[config.mk]
export PLATFORM = sky130hd
export DESIGN_NAME = fetch_unit
export DESIGN_NICKNAME = d
export VERILOG_FILES = /design/src/rtl/fetch_unit.sv
export SDC_FILE = /design/constraint.sdc
export NUM_CORES = 1
export LEC_CHECK = 0
export ABC_AREA = 1
export CAP_MARGIN = 20
export CORE_MARGIN = 2
export CORE_UTILIZATION = 45
export DETAILED_ROUTE_END_ITERATION = 16
export SLEW_MARGIN = 20
export SYNTH_ARGS = -nofsm -noshare
export SYNTH_HDL_FRONTEND = slang
export SYNTH_SLANG_ARGS = --single-unit
[constraint.sdc]
create_clock -name clk -period 6.65 [get_ports clk]
set_clock_uncertainty 0.1 [all_clocks]
set_input_delay 0.9975 -clock clk [delete_from_list [all_inputs] [get_ports clk]]
set_output_delay 0.9975 -clock clk [all_outputs]
set_load 0.005 [all_outputs]
[src/rtl/fetch_unit.sv]
// Instruction fetch front end: credit-based request issue, in-order responses, decode queue.
// Optional FETCH_MISALIGN_TRAP_EN turns misaligned redirect targets into trap entries.
module fetch_unit #(
    parameter int              XLEN     = 32,
    parameter int              DEPTH    = 4,
    parameter logic [XLEN-1:0] RESET_PC = '0
) (
    input  logic            clk,
    input  logic            reset,
    input  logic            redirect_valid,
    input  logic [XLEN-1:0] redirect_pc,
    output logic            imem_req_valid,
    input  logic            imem_req_ready,
    output logic [XLEN-1:0] imem_req_addr,
    input  logic            imem_rsp_valid,
    input  logic [XLEN-1:0] imem_rsp_data,
    output logic            out_valid,
    input  logic            out_ready,
    output logic [XLEN-1:0] out_pc,
    output logic [XLEN-1:0] out_instr,
    output logic            out_misaligned
);
    localparam int AW = $clog2(DEPTH);
    localparam int CW = $clog2(DEPTH + 1);
    localparam int SW = CW + 2;

    logic [XLEN-1:0] fetch_pc;
    logic [XLEN-1:0] q_pc [DEPTH];
    logic [XLEN-1:0] q_instr [DEPTH];
    logic [XLEN-1:0] pf_pc [DEPTH];
    logic [AW-1:0]   rd_ptr, wr_ptr, pf_rd, pf_wr;
    logic [CW-1:0]   count, outstanding;
    logic [SW-1:0]   stale;
    logic [XLEN-1:0] last_pc, last_instr;
    logic [XLEN-1:0] target, enq_pc, enq_instr;
    logic [CW:0]     inflight;
    logic            halted, trap_pend;
    logic            acc, live_rsp, enq, pop;

    assign inflight = {1'b0, count} + {1'b0, outstanding};
    assign imem_req_valid = !reset && !halted && !trap_pend
                          && (inflight < (CW+1)'(DEPTH));
    assign imem_req_addr = fetch_pc;

    assign acc      = imem_req_valid && imem_req_ready;
    assign live_rsp = imem_rsp_valid && (stale == '0);
    assign enq      = (live_rsp || trap_pend) && !redirect_valid;
    assign pop      = out_valid && out_ready && !redirect_valid;

    assign enq_pc    = trap_pend ? fetch_pc : pf_pc[pf_rd];
    assign enq_instr = trap_pend ? '0 : imem_rsp_data;

    assign out_valid = (count != '0);
    assign out_pc    = out_valid ? q_pc[rd_ptr] : last_pc;
    assign out_instr = out_valid ? q_instr[rd_ptr] : last_instr;

`ifdef FETCH_MISALIGN_TRAP_EN
    logic q_mis [DEPTH];
    logic last_mis;

    assign target = redirect_pc;
    assign out_misaligned = out_valid ? q_mis[rd_ptr] : last_mis;

    always_ff @(posedge clk) begin
        if (enq)
            q_mis[wr_ptr] <= trap_pend;
    end

    // A misaligned target spends one cycle enqueuing its marker, then parks.
    always_ff @(posedge clk) begin
        if (reset) begin
            halted    <= 1'b0;
            trap_pend <= 1'b0;
            last_mis  <= 1'b0;
        end else begin
            if (out_valid)
                last_mis <= q_mis[rd_ptr];
            if (redirect_valid) begin
                halted    <= 1'b0;
                trap_pend <= |redirect_pc[1:0];
            end else if (trap_pend) begin
                trap_pend <= 1'b0;
                halted    <= 1'b1;
            end
        end
    end
`else
    logic unused_lo;

    assign unused_lo = ^redirect_pc[1:0];
    assign target = {redirect_pc[XLEN-1:2], 2'b00};
    assign out_misaligned = 1'b0;
    assign halted = 1'b0;
    assign trap_pend = 1'b0;
`endif

    always_ff @(posedge clk) begin
        if (acc && !redirect_valid)
            pf_pc[pf_wr] <= fetch_pc;
        if (enq) begin
            q_pc[wr_ptr]    <= enq_pc;
            q_instr[wr_ptr] <= enq_instr;
        end
    end

    always_ff @(posedge clk) begin
        if (reset) begin
            fetch_pc    <= RESET_PC;
            rd_ptr      <= '0;
            wr_ptr      <= '0;
            pf_rd       <= '0;
            pf_wr       <= '0;
            count       <= '0;
            outstanding <= '0;
            stale       <= '0;
            last_pc     <= '0;
            last_instr  <= '0;
        end else begin
            if (out_valid) begin
                last_pc    <= q_pc[rd_ptr];
                last_instr <= q_instr[rd_ptr];
            end
            if (redirect_valid) begin
                // Everything still in flight, including this cycle's traffic, turns stale.
                rd_ptr      <= '0;
                wr_ptr      <= '0;
                pf_rd       <= '0;
                pf_wr       <= '0;
                count       <= '0;
                outstanding <= '0;
                stale       <= stale + SW'(outstanding) + SW'(acc)
                             - SW'(imem_rsp_valid);
                fetch_pc    <= target;
            end else begin
                if (acc) begin
                    fetch_pc <= fetch_pc + XLEN'(4);
                    pf_wr    <= pf_wr + 1'b1;
                end
                if (imem_rsp_valid) begin
                    if (stale != '0)
                        stale <= stale - 1'b1;
                    else
                        pf_rd <= pf_rd + 1'b1;
                end
                outstanding <= outstanding + CW'(acc) - CW'(live_rsp);
                if (enq)
                    wr_ptr <= wr_ptr + 1'b1;
                if (pop)
                    rd_ptr <= rd_ptr + 1'b1;
                count <= count + CW'(enq) - CW'(pop);
            end
        end
    end

    always_ff @(posedge clk) begin
        if (!reset) begin
            assert (!(enq && count == CW'(DEPTH)));
            assert (!(imem_rsp_valid && stale == '0 && outstanding == '0));
        end
    end
endmodule
== Word-level counts from Yosys, hierarchy flattened ==
Memory sizes are Yosys's and may differ from the RTL's. A register that Yosys moved wholly into a read port is not among the register bits.
Index checks and enable logic that the tools add are counted.
Word-level totals
  output and inout port bits: 99
  RAM bits: 384
  memories kept: 3
  memory bits (read-only): 0
  bits in registers: 115
  bits in latches: 0
  logic and storage cells: 65
Cells by class
  add/sub/neg operators: 14
  equal/unequal tests: 0
  bitwise logic cells: 1
  reductions and logical operators: 18
  mux-type cells: 17
  shifts and indexed selects: 0
  magnitude comparators: 1
  div/mod/pow operators: 0
  multipliers: 0
Memory list
  pf_pc: depth 4, width 32, read ports 1, clocked after memory_dff 1, write ports 1, line 30  | logic [XLEN-1:0] pf_pc [DEPTH];
  q_instr: depth 4, width 32, read ports 1, clocked after memory_dff 1, write ports 1, line 29  | logic [XLEN-1:0] q_instr [DEPTH];
  q_pc: depth 4, width 32, read ports 1, clocked after memory_dff 1, write ports 1, line 28  | logic [XLEN-1:0] q_pc [DEPTH];
Operator list (number)
  2-to-1 mux 32 bit: 4
  adder 32 x 3 -> 32 bit (second input constant): 1
  2-to-1 mux 5 bit: 3
  2-to-1 mux 2 bit: 6
  adder 2 x 1 -> 2 bit (second input constant): 4
  logical AND 1 bit: 7
  adder 3 x 1 -> 3 bit: 2
  nonzero test 2 bit: 3
  subtractor 3 x 1 -> 3 bit: 2
  adder 5 x 1 -> 5 bit: 1
  adder 5 x 3 -> 5 bit: 1
  logical NOT 5 bit: 1
  nonzero test 5 bit: 1
  subtractor 5 x 1 -> 5 bit: 1
  subtractor 5 x 1 -> 5 bit (second input constant): 1
  adder 3 x 3 -> 4 bit: 1
  less-than comparator 4 x 3 -> 1 bit (second input constant): 1
  2-to-1 mux 1 bit: 4
  AND reduction 2 bit: 2
  nonzero test 3 bit: 1
  logical NOT 1 bit: 2
  OR reduction 2 bit: 1
  inverter 1 bit: 1

== Logic depth before layout (Yosys ltp) ==
  word-level depth: 7
  mapped depth: 15

== Worst setup path after synthesis ==
No wires, ideal clock.
  path type: input port to flip-flop
  start: input imem_rsp_valid
  end: memory q_instr[0][0], enable pin
  stages on the path: 4
  required time: 6.068 ns
  setup slack: 1.967 ns
  arrival time: 4.101 ns
  path through: inv_1 > nor2_1 > nand2_1 > nor2_1
On the way
  longest elaborated chain between the ends: 4
RTL lines
  from (decl): line 15  | input logic imem_rsp_valid,
  logical AND 1 bit: line 46  | assign live_rsp = imem_rsp_valid && (stale == '0);
  via live_rsp: line 38  | logic acc, live_rsp, enq, pop;
  logical AND 1 bit: line 47  | assign enq = (live_rsp || trap_pend) && !redirect_valid;
  2-to-1 mux 1 bit: line 100  | if (enq) begin
  2-to-1 mux 1 bit (implied by the code): line 102  | q_instr[wr_ptr] <= enq_instr;
  to (decl): line 29
The timed path passes the listed nets, and every way through them passes these cells.

==> reports/qor.yml <==
die_y_um: 212.6
routedWlPerCell_um: 17.25
antenna_left: 0
grt-busiest-layer: "met2"
met1_usage_pct: 26.88
antenna_found_initial: 0
cts_root_buffer: "clkbuf_16"
avgSynthCellArea_um2: 11.38
status: "finished clean"
worst_pin_slew_ns: 0.9966
grt.overflow.total: 0
setup_ws_ns: 2.021
synth_area_um2: 19580
power_density_nw_per_um2: 293.5
finalSetupViolations: 0
layout_commonest_cell: "edfxtp_1"
yosysSeqAreaShare_pct: 68.40
hp-start: "last_pc[0]"
final_util_pct: 54.26
area_delta_synth_final_pct: 19.12
clk_pin_slew_ns: 0.06
initial_core_util_pct: 45.55
cp_common_cell: "nand2_1"
rows: 76
firstDrtPassIters: 6
finalNonFillerCells: 2491
cp_slowest_cell: "dfxtp_4"
stdcell_area_um2: 23320
internal_power_mw: 5.237
syn_inst: 1721
drcViolationCount: 0
drt_wl_total_um: 42960
clkSinkCount: 485
place_hpwl_um: 25380
endpoint_kind: "output port"
hold_viol: 0
ys_ff_latch: 485
slew_viol_final: 0
cts_resized: 0
clock.fmax_mhz: 216.0
io-pin-count: 169
dp.cells: 2399
core_um2: 42980
post-cts-setup-buffers: 0
finalWorstPathRequiredPeriod_ns: 4.629
num_antenna_cells: 0
cp_data_arrival_time_ns: 3.53
grt_usage_pct: 19.30
postPlaceCellArea_um2: 21710
worstPathCellList: "buf_4, o21ai_0, o22ai_1, nand2_1, nand2_1, clkdlybuf4s50_1"
h-tree-depth: 2
die-area_um2: 45190
grt_max_degree: 72
io_buffers: 163
timing.hold.ws_ns: 0.3465
dp_slack_ns: 2.237
maxCapViolCount: 0
timing.rr.start: "stale[1]"
combPwrFrac_pct: 10.0
power_frac_clock_pct: 39.6
clock_path_buffers: 3
worst_path_largest_cell_delay_ns: 0.92
clk_latency_ns: 0.60
worstPathRequired_ns: 5.55
first_iter_violations: 763
total_power_mw: 6.845
final_cell_mix: "368 x edfxtp_1, 355 x nand2_1, 184 x nor2_1"
p_switching_mw: 1.608
ys_warn_count: 0
rsz0062_at_grt: "false"
cts-buffers-inserted: 49
gp_congestion: 0.8415
worstSetupStartpointType: "flip-flop"
criticalPathCategory: "flip-flop to output port"
drive_gt1_share_pct: 6.086
cts_hold_buf: 0
finalSetupTns_ns: 0
vdd_ir_drop_max_uv: 200.4
viasPerCell: 5.135
grt_pass1_wl_um: 67390
fin_nets: 1961
vias: 12790
die_x_um: 212.6
met2_usage_pct: 31.17
yosysUniqueCellTypes: 36
slew_headroom_pct: 33.40
switching_share_pct: 23.49
cp_max_fo: 66
p_leak_nw: 8.052
fin_crit_sh_pct: 69.62
min_path_type: "flip-flop to flip-flop"
cts_tree: "yes"
power.share.sequential_pct: 50.4
grt_pass1_vias: 12540
grt.met3_usage_pct: 3.634
==> cell usage after synthesis <==
library cell	n	share of area, %
a221oi_1	1	0.045
buf_6	8	0.46
xor2_1	14	0.63
mux2i_1	62	3.2
nand4_4	1	0.11
ha_1	22	1.4
clkbuf_1	55	1.1
dfxtp_1	117	12
nor3_1	3	0.077
nand3_1	21	0.54
o31ai_1	1	0.038
a21oi_1	101	2.6
inv_2	3	0.058
nor2_4	4	0.23
fa_1	4	0.41
o22ai_1	92	2.9
nor2_1	192	3.7
buf_1	6	0.12
inv_1	89	1.7
conb_1	1	0.019
nand2_1	355	6.8
o21ai_0	153	3.9
or2_2	1	0.032
nor2_2	4	0.13
o211ai_1	1	0.038
clkinv_1	1	0.019
nand2_4	1	0.058
xnor2_1	7	0.31
nand2_2	2	0.064
buf_2	15	0.38
nor3_4	1	0.083
a31oi_1	9	0.29
buf_4	4	0.15
and3_1	1	0.032
edfxtp_1	368	56
clkbuf_2	1	0.026
==> registers in the layout (all words and copies together), names as in the netlist, 3 cells and up, named ones only <==
signal         cells
q_pc             120
last_instr        32
stale              5
q_instr          128
pf_pc            120
count              3
imem_req_addr     30
last_pc           32
outstanding        3
==> worst max-delay path: cells and delay by family (launching register included) <==
kind / cells / cell delay (ns)
and+or+nand+nor: 2 / 0.25
AOI/OAI and AO/OA: 2 / 0.41
DFF: 1 / 0.92
buffers and inverters: 2 / 1.32
==> cell families (layout without fill, tap and decap cells) <==
kind of cell,Yosys count,after routing,share of synthesized area [%]
simple gates,586,586,11.84
flops,485,485,68.40
compound gates,358,358,9.841
buf+inv,182,365,3.975
mux,62,62,3.170
fa+ha+maj,26,26,1.815
xor+xnor,21,21,0.9394
other cells,1,3,0.01915
==> area by class of cell <==
| cell class | instances | area [um^2] |
|---|---|---|
| Clock buffer | 73 | 1376 |
| Clock inverter | 19 | 231.5 |
| Fill cell | 3754 | 19660 |
| Inverter | 93 | 350.3 |
| Multi-Input combinational cell | 1056 | 5475 |
| Sequential cell | 485 | 13400 |
| Tap cell | 585 | 732.0 |
| Timing Repair Buffer | 180 | 1757 |
==> worst paths after layout <==
| path | endpoint | cells past startpoint | slack [ns] |
|---|---|---|---|
| min | last_pc[0] | 2 | 0.35 |
| max | out_pc[31] | 6 | 2.02 |
| max reg2reg | q_pc[0][20] | 9 | 3.19 |
| min reg2reg | last_pc[0] | 2 | 0.35 |
==> power by group through the flow <==
stage,clock [mW],combinational [mW],sequential (mW)
2_1_floorplan,0,0.403,3.50
3_3_place_gp,0,0.674,3.51
3_5_place_dp,0,0.688,3.52
4_1_cts,2.77,0.692,3.45
5_1_grt,2.90,0.773,3.46
6_report,2.71,0.683,3.45
==> per-layer routing <==
metal	up-vias	share of wire (%)	wire (um)
li1	6288	-	-
met1	6158	46	19900
met2	289	46	19940
met3	57	5.4	2319
met4	0	1.9	797
met5	-	0	0
(Power assumes the default switching activity.)
